**src/rtl/usb_bitstream_encoder_if.sv**
```systemverilog
// Handshake and bus bundle between the packet builder, the serialiser and the
// downstream bit-stuffing stage.
//   pktready : packet presented on pid/addr/data/endp
//   pause    : downstream stall, holds the current bit
//   pid      : 4-bit packet ID
//   addr     : 7-bit device address (token packets)
//   data     : 64-bit payload (data packets)
//   endp     : 4-bit endpoint (token packets)
//   outb     : serial bit out, 0 when idle
//   sending  : outb carries a valid packet bit
//   gotpkt   : one-cycle pulse, inputs captured at the end of this cycle
interface usb_bitstream_encoder_if;
   logic        pktready;
   logic        pause;
   logic [3:0]  pid;
   logic [6:0]  addr;
   logic [63:0] data;
   logic [3:0]  endp;
   logic        outb;
   logic        sending;
   logic        gotpkt;

   // Packet source / stall side
   modport master (
      output pktready, pause, pid, addr, data, endp,
      input  outb, sending, gotpkt
   );

   // Serialiser side
   modport slave (
      input  pktready, pause, pid, addr, data, endp,
      output outb, sending, gotpkt
   );
endinterface

```
**src/rtl/usb_bitstream_encoder.sv**
```systemverilog
// Serialises one USB-style packet (PID, then addr+endp or a 64-bit payload)
// LSB first onto a single bit, one bit per un-paused clock.
//   clk   : system clock, rising edge
//   rst_L : asynchronous active-low reset
//   bus   : slave side of usb_bitstream_encoder_if (handshake, fields, serial out)
module usb_bitstream_encoder (
   input logic                    clk,
   input logic                    rst_L,
   usb_bitstream_encoder_if.slave bus
);

   localparam int unsigned PID_BITS  = 8;
   localparam int unsigned ADDR_BITS = 7;
   localparam int unsigned ENDP_BITS = 4;
   localparam int unsigned DATA_BITS = 64;
   localparam int unsigned CNT_W     = 8;

   localparam logic [3:0] PID_OUT = 4'b0001;
   localparam logic [3:0] PID_IN  = 4'b1001;
   localparam logic [3:0] PID_ACK = 4'b0010;
   localparam logic [3:0] PID_NAK = 4'b1010;

   typedef enum logic [2:0] {
      S_IDLE,
      S_LOAD,
      S_SEND_PID,
      S_SEND_ADDR,
      S_SEND_ENDP,
      S_SEND_DATA
   } state_t;

   state_t                 r_state;
   logic [3:0]             r_pid_save;
   logic [PID_BITS-1:0]    r_pid_sr;
   logic [ADDR_BITS-1:0]   r_addr_sr;
   logic [ENDP_BITS-1:0]   r_endp_sr;
   logic [DATA_BITS-1:0]   r_data_sr;
   logic [CNT_W-1:0]       r_cnt;
   logic                   r_outb;
   logic                   r_sending;
   logic                   r_gotpkt;

   state_t                 w_after_pid;
   logic                   w_after_pid_bit;

   // Packet type decode from the PID captured at LOAD (live pid may have moved on)
   always_comb begin
      w_after_pid     = S_SEND_DATA;
      w_after_pid_bit = r_data_sr[0];
      case (r_pid_save)
         PID_ACK, PID_NAK: begin
            w_after_pid     = S_IDLE;
            w_after_pid_bit = 1'b0;
         end
         PID_OUT, PID_IN: begin
            w_after_pid     = S_SEND_ADDR;
            w_after_pid_bit = r_addr_sr[0];
         end
         default: begin
            w_after_pid     = S_SEND_DATA;
            w_after_pid_bit = r_data_sr[0];
         end
      endcase
   end

   // FSM, shift registers and counter; outb/sending are precomputed one edge
   // ahead so they line up with the state that shows the bit.
   always_ff @(posedge clk or negedge rst_L) begin
      if (!rst_L) begin
         r_state    <= S_IDLE;
         r_pid_save <= '0;
         r_pid_sr   <= '0;
         r_addr_sr  <= '0;
         r_endp_sr  <= '0;
         r_data_sr  <= '0;
         r_cnt      <= '0;
         r_outb     <= 1'b0;
         r_sending  <= 1'b0;
         r_gotpkt   <= 1'b0;
      end else begin
         case (r_state)
            S_IDLE: begin
               r_outb    <= 1'b0;
               r_sending <= 1'b0;
               r_gotpkt  <= bus.pktready;
               if (bus.pktready) r_state <= S_LOAD;
            end

            S_LOAD: begin
               r_pid_save <= bus.pid;
               r_pid_sr   <= {~bus.pid, bus.pid};
               r_addr_sr  <= bus.addr;
               r_endp_sr  <= bus.endp;
               r_data_sr  <= bus.data;
               r_cnt      <= '0;
               r_gotpkt   <= 1'b0;
               r_outb     <= bus.pid[0];
               r_sending  <= 1'b1;
               r_state    <= S_SEND_PID;
            end

            S_SEND_PID: begin
               if (!bus.pause) begin
                  r_pid_sr <= r_pid_sr >> 1;
                  if (r_cnt == CNT_W'(PID_BITS - 1)) begin
                     r_cnt     <= '0;
                     r_state   <= w_after_pid;
                     r_outb    <= w_after_pid_bit;
                     r_sending <= (w_after_pid != S_IDLE);
                  end else begin
                     r_cnt  <= r_cnt + CNT_W'(1);
                     r_outb <= r_pid_sr[1];
                  end
               end
            end

            S_SEND_ADDR: begin
               if (!bus.pause) begin
                  r_addr_sr <= r_addr_sr >> 1;
                  if (r_cnt == CNT_W'(ADDR_BITS - 1)) begin
                     r_cnt   <= '0;
                     r_state <= S_SEND_ENDP;
                     r_outb  <= r_endp_sr[0];
                  end else begin
                     r_cnt  <= r_cnt + CNT_W'(1);
                     r_outb <= r_addr_sr[1];
                  end
               end
            end

            S_SEND_ENDP: begin
               if (!bus.pause) begin
                  r_endp_sr <= r_endp_sr >> 1;
                  if (r_cnt == CNT_W'(ENDP_BITS - 1)) begin
                     r_cnt     <= '0;
                     r_state   <= S_IDLE;
                     r_outb    <= 1'b0;
                     r_sending <= 1'b0;
                  end else begin
                     r_cnt  <= r_cnt + CNT_W'(1);
                     r_outb <= r_endp_sr[1];
                  end
               end
            end

            S_SEND_DATA: begin
               if (!bus.pause) begin
                  r_data_sr <= r_data_sr >> 1;
                  if (r_cnt == CNT_W'(DATA_BITS - 1)) begin
                     r_cnt     <= '0;
                     r_state   <= S_IDLE;
                     r_outb    <= 1'b0;
                     r_sending <= 1'b0;
                  end else begin
                     r_cnt  <= r_cnt + CNT_W'(1);
                     r_outb <= r_data_sr[1];
                  end
               end
            end

            default: begin
               r_state   <= S_IDLE;
               r_outb    <= 1'b0;
               r_sending <= 1'b0;
               r_gotpkt  <= 1'b0;
            end
         endcase
      end
   end

   assign bus.outb    = r_outb;
   assign bus.sending = r_sending;
   assign bus.gotpkt  = r_gotpkt;

endmodule

```
**src/flat_wrapper.sv**
```systemverilog
// flat-port wrapper written by rule: the top's interface ports become plain ports
module usb_bitstream_encoder_flat 
  (clk, rst_L, bus_pktready, bus_pause, bus_pid, bus_addr, bus_data, bus_endp, bus_outb, bus_sending, bus_gotpkt);
  usb_bitstream_encoder_if bus_i ();
  input logic clk;
  input logic rst_L;
  input wire logic [$bits(bus_i.pktready)-1:0] bus_pktready;
  input wire logic [$bits(bus_i.pause)-1:0] bus_pause;
  input wire logic [$bits(bus_i.pid)-1:0] bus_pid;
  input wire logic [$bits(bus_i.addr)-1:0] bus_addr;
  input wire logic [$bits(bus_i.data)-1:0] bus_data;
  input wire logic [$bits(bus_i.endp)-1:0] bus_endp;
  output wire logic [$bits(bus_i.outb)-1:0] bus_outb;
  output wire logic [$bits(bus_i.sending)-1:0] bus_sending;
  output wire logic [$bits(bus_i.gotpkt)-1:0] bus_gotpkt;
  assign bus_i.pktready = bus_pktready;
  assign bus_i.pause = bus_pause;
  assign bus_i.pid = bus_pid;
  assign bus_i.addr = bus_addr;
  assign bus_i.data = bus_data;
  assign bus_i.endp = bus_endp;
  assign bus_outb = bus_i.outb;
  assign bus_sending = bus_i.sending;
  assign bus_gotpkt = bus_i.gotpkt;
  usb_bitstream_encoder u_core (.clk(clk), .rst_L(rst_L), .bus(bus_i));
endmodule
```
**config.mk**
```make
export PLATFORM = sky130hd
export DESIGN_NAME = usb_bitstream_encoder_flat
export DESIGN_NICKNAME = d
export VERILOG_FILES = /design/src/rtl/usb_bitstream_encoder_if.sv /design/src/rtl/usb_bitstream_encoder.sv /design/src/flat_wrapper.sv
export SDC_FILE = /design/constraint.sdc
export NUM_CORES = 1
export LEC_CHECK = 0
export CAP_MARGIN = 20
export CORE_MARGIN = 10
export CORE_UTILIZATION = 49
export CTS_CLUSTER_DIAMETER = 40
export DETAILED_ROUTE_END_ITERATION = 12
export GPL_TIMING_DRIVEN = 0
export PLACE_DENSITY_LB_ADDON = 0.08
export RECOVER_POWER = 100
export SLEW_MARGIN = 20
export SYNTH_ARGS = -nofsm -noshare
export SYNTH_HDL_FRONTEND = slang
export SYNTH_SLANG_ARGS = --single-unit
export TNS_END_PERCENT = 100
```
**constraint.sdc**
```tcl
create_clock -name clk -period 2.5 [get_ports clk]
set_clock_uncertainty 0.2 [all_clocks]
set_input_delay 0.375 -clock clk [delete_from_list [all_inputs] [get_ports clk]]
set_output_delay 0.375 -clock clk [all_outputs]
set_load 0.01 [all_outputs]
```
[Word-level counts from Yosys, hierarchy flattened]
Index checks and enable logic that the tools add are counted.
Operators by class
  equal/unequal tests: 22
  shift-type cells: 0
  multiplexer cells: 46
  divide/modulo/power cells: 0
  magnitude comparators: 0
  $mul: 0
  bitwise operators: 2
  reductions and logical operators: 18
  $add $sub $neg: 1
Operator list (count)
  one-hot mux 64 bit (2 select lines): 1
  2-to-1 mux 8 bit: 9
  2-to-1 mux 64 bit: 1
  one-hot mux 8 bit (5 select lines): 1
  2-to-1 mux 3 bit: 9
  one-hot mux 3 bit (6 select lines): 1
  == test 8 x 3 -> 1 bit (second input constant): 2
  one-hot mux 8 bit (2 select lines): 1
  2-to-1 mux 1 bit: 14
  one-hot mux 7 bit (2 select lines): 1
  inequality test 2 bit (second input constant): 5
  one-hot mux 1 bit (5 select lines): 2
  AND reduction 9 bit: 1
  adder 8 x 1 -> 8 bit (second input constant): 1
  == test 4 bit (second input constant): 2
  == test 8 x 2 -> 1 bit (second input constant): 1
  == test 8 x 6 -> 1 bit (second input constant): 1
  inequality test 2 x 1 -> 1 bit (second input constant): 4
  one-hot mux 4 bit (2 select lines): 1
  AND reduction 2 bit: 4
  nonzero test 2 bit: 4
  2-to-1 mux 7 bit: 1
  AND reduction 7 bit: 1
  == test 3 x 2 -> 1 bit (second input constant): 2
  other kinds (16): 19
Word-level totals
  logic and storage cells: 99
  input bits: 83
  register bits after elaboration: 101
  output and inout port bits: 3
  latch bits: 0
  bits in read-only memories: 0
  memories kept: 0
  RAM bits: 0

[Depth between registers and ports, before layout]
Gate-level depths: netlist of the first run.
  depth in word-level cells: 7
  mapped depth: 9
  mapped depth without buffers: 6

[Worst setup path before layout of the first run]
Ideal clock, no wire load.
  kind: register -> register
  start point: register u_core.r_cnt[1]
  end point: register u_core.r_sending (netlist: u_core.bus.sending)
  period minus slack after synthesis: 2085 ps
  setup slack: 415 ps
  arrival: 1760 ps
  stages on the path, launching flop included: 7
  setup time: 125 ps
  cell sequence: dfrtp_1 ha_1 nor4b_4 a211oi_1 a21oi_2 o311a_1 mux2_2
Between the ends
  cells in the longest elaborated chain, start to end: 3
  elaborated cells between the ends (all ways): 7
Ends and longest elaborated chain
  from (decl): line usb_bitstream_encoder.sv:38  | logic [CNT_W-1:0] r_cnt;
  from (signal assigned): line usb_bitstream_encoder.sv:111  | r_cnt <= r_cnt + CNT_W'(1);
  from (signal assigned): line usb_bitstream_encoder.sv:125  | r_cnt <= r_cnt + CNT_W'(1);
  from (signal assigned): line usb_bitstream_encoder.sv:140  | r_cnt <= r_cnt + CNT_W'(1);
  == test 8 x 6 -> 1 bit (tied with other cells): line usb_bitstream_encoder.sv:149  | if (r_cnt == CNT_W'(DATA_BITS - 1)) begin
  inequality test 2 x 1 -> 1 bit (no line)
  AND reduction 7 bit (no line) (*)
  to (signal assigned): line usb_bitstream_encoder.sv:109  | r_sending <= (w_after_pid != S_IDLE);
  to (decl): line usb_bitstream_encoder.sv:40  | logic r_sending;
Mark *: on every way between the ends. The rest lies on a longest branch, timed or not.
A chain may end at the register's enable or synchronous reset.

[Worst setup path after layout of the first run]
  start point: register u_core.r_cnt[1]
  end point: register u_core.r_state[0]
Between the ends
  cells in the longest elaborated chain, start to end: 3
  elaborated cells between the ends (all ways): 9
Ends and longest elaborated chain
  == test 8 x 3 -> 1 bit (tied with other cells): line usb_bitstream_encoder.sv:120  | if (r_cnt == CNT_W'(ADDR_BITS - 1)) begin
  inequality test 2 x 1 -> 1 bit (no line)
  AND reduction 9 bit (no line) (*)
  to (signal assigned): line usb_bitstream_encoder.sv:107  | r_state <= w_after_pid;
  to (decl): line usb_bitstream_encoder.sv:32  | state_t r_state;
Marks and branches as above.

==> results.cfg, run 1 <==
[detailed_routing]
viasPerCell = 5.35
wire_per_inst_um = 15.8
vias = 3913
firstDrtPassIters = 4
routed_wirelength_mm = 11.6
drc = 0
antenna_left = 0
drt_iter0_drc = 245

[clocking]
clock_sinks = 99
htree_levels = 3
root_buffer = clkbuf_8
clockBufferDepth = 2
cts_resized = 0
cts_tree = built
clock_latency_ns = 0.36
cts-buffers-inserted = 9
clkTransAtPathRegs_ns = 0.09

[final_layout]
drive_gt1_share_pct = 9.02
num_antenna_cells = 0
final_cell_mix = 99 x dfrtp_1, 94 x nand2_1, 81 x clkdlybuf4s50_1, 72 x o21ai_0, 69 x mux2i_1
layout_commonest_cell = dfrtp_1
area_growth_pct = 25.1
layout.cells.non_filler = 732
multiInputGateArea_um2 = 2290
regArea_um2 = 2480
fillers = 886
final_area_um2 = 6230
nets = 679

[placed_design]
place.gp.congestion = 0.857
pre_cts_ws_ns = -0.0626
port_buffers = 85
hpwl_mm = 8.53
post_dp_cell_area_um2 = 6020
placed_cells = 714

[logic_synthesis]
synthFlopType = dfrtp_1
ys_seq_area_share_pct = 49.8
synth_edf_count = 0
synthesis.area_um2 = 4980
ys_seq_elements = 99
ys_warn_count = 0
synth_cell_type_count = 55
syn_avg_cell_area_um2 = 10.1
syn_inst = 495
async_flop_share_pct = 100
synth_nets = 580

[job]
drv_cap = 0

[power]
leakagePower_nw = 2.57
finalPower_w = 0.00691
peakVddDrop_mv = 0.419
powerDensity_nw_per_um2 = 1110

[setup_path]
required_ns = 2.55
path_class = flop to flop
cp_top_family = compound AO/OA/AOI/OAI gates
start_kind = flop
cp.arrival_ns = 2.44
path_cells = ha_1 -> and3_1 -> nand4_2 -> a32oi_4 -> o2111ai_4 -> mux2_4
cp_max_fo = 9
end_kind = flop
path_buf_inv = 0
slowest_stage = dfrtp_1
max_stage_delay_ns = 0.41

[sta]
slew_viol_final = 0
setup_ws_ns = 0.108
setup_violations = 0
max_slew_margin_pct = 43.9
rsz0062_at_grt = false
worst_slew_pin_slew_ns = 0.842
holdWs_ns = 0.284
period_needed_ns = 2.39
fmax_ghz = 0.418
hold_violations = 0
period_share_pct = 95.7

[floorplanning]
chipWidth_um = 121
rows = 36
start_util_pct = 50.7
die_h_um = 121
dieArea_um2 = 14600
ios = 86
core_area_um2 = 9820

[grt]
grtUsageTotal_pct = 16.5
grt_overflow = 0
grt_pass1_wl_mm = 19.9
grt_pass1_vias = 4080
antenna_found_initial = 0
grt_max_degree = 68

[hold_path]
hold_class = flop to flop

[run_status]
status = completed
## area by class of cell
type	instances	area share (%)
Sequential cell	99	39.8
Multi-Input combinational cell	356	36.8
Timing Repair Buffer	88	14.0
Buffer	36	2.97
Tap cell	133	2.67
Clock buffer	12	2.33
Clock inverter	4	1.19
Inverter	4	0.241
## synthesized netlist by cell type (5+ instances only)
library cell,n,area (µm²)
o22ai_1,15,93.8
nor2_1,19,71.3
dfrtp_1,99,2480
clkbuf_1,15,56.3
nand3_1,5,25.0
buf_2,10,50.1
mux2_2,6,67.6
a21oi_1,13,65.1
mux2i_1,69,691
o21ai_1,6,30.0
nor2b_1,7,43.8
buf_4,8,60.1
o21ai_0,70,350
nand2_1,94,353
## flip-flops by register name, indices dropped and copies added, names as in the netlist, 3 cells and up
signal,flops
u_core.r_cnt,8
u_core.r_state,3
u_core.r_addr_sr,7
u_core.r_data_sr,64
u_core.r_pid_sr,7
u_core.r_endp_sr,4
u_core.r_pid_save,3
## cell families after synthesis
| kind of cell | Yosys count | share of synthesized area, % |
|---|---|---|
| AO/OA/AOI/OAI | 132 | 16.4 |
| XOR/XNOR | 1 | 0.176 |
| adder cells (fa/ha/maj) | 2 | 0.503 |
| buffers and inverters | 40 | 4.07 |
| flip-flops | 99 | 49.8 |
| multiplexers | 77 | 15.8 |
| AND/OR/NAND/NOR | 144 | 13.2 |
## metal layers
metal | track usage [%] | vias up | part of all wire, %
met3 | 3.12 | 12 | 3.3
met4 | 6.56 | 0 | 1.5
met2 | 27.3 | 72 | 49
met1 | 20.8 | 1884 | 46
met5 | 0 | - | 0
li1 | - | 1945 | -
## worst min-delay path: cells and delay by family, from the launching register on
family,cells,cell delay (ns)
flops,1,0.35
compound gates,1,0.06
simple gates,1,0.04
## path summary, 6_finish.rpt
| path | startpoint | to | slack, ns | cells past startpoint |
|---|---|---|---|---|
| min reg2reg | u_core.r_data_sr[54]$_DFFE_PN0P_ | u_core.r_data_sr[54]$_DFFE_PN0P_ | 0.28 | 2 |
| min in group asynchronous | rst_L | u_core.r_cnt[7]$_DFFE_PN0P_ | 0.44 | 2 |
| min | u_core.r_data_sr[54]$_DFFE_PN0P_ | u_core.r_data_sr[54]$_DFFE_PN0P_ | 0.28 | 2 |
| max in group asynchronous | rst_L | u_core.r_data_sr[54]$_DFFE_PN0P_ | 0.31 | 3 |
| max | u_core.r_cnt[1]$_DFFE_PN0P_ | u_core.r_state[0]$_DFFE_PN0P_ | 0.11 | 6 |
| max reg2reg | u_core.r_cnt[1]$_DFFE_PN0P_ | u_core.r_state[0]$_DFFE_PN0P_ | 0.11 | 6 |
## repair_timing
item,in CTS,in global routing
hold buffers,1,0
endpoints found under the setup margin,0,3
hold endpoints to repair,32,0
setup buffers,0,1
## stage by stage
stage | utilization, % | setup TNS (ns)
after floorplan | - | 0
after global placement | 61.0 | -291.86
after detailed placement | 61.3 | -0.883
after CTS | 63.7 | 0
after global routing | 63.4 | 0
final | 63.4 | 0
## where the power goes
part           total [W]  internal (W)  leakage, nW  switching, W
combinational    0.00294       0.00127         1.23       0.00168
clock            0.00114      0.000593        0.111      0.000543
sequential       0.00283       0.00238         1.23      0.000453
(Power assumes the default switching activity.)
==> inputs of run 2 (changes only) <==
GPL_ROUTABILITY_DRIVEN = 0   (was unset)
==> results of run 2 <==
The final DEF is identical to that of run 1; final timing and power are the same.
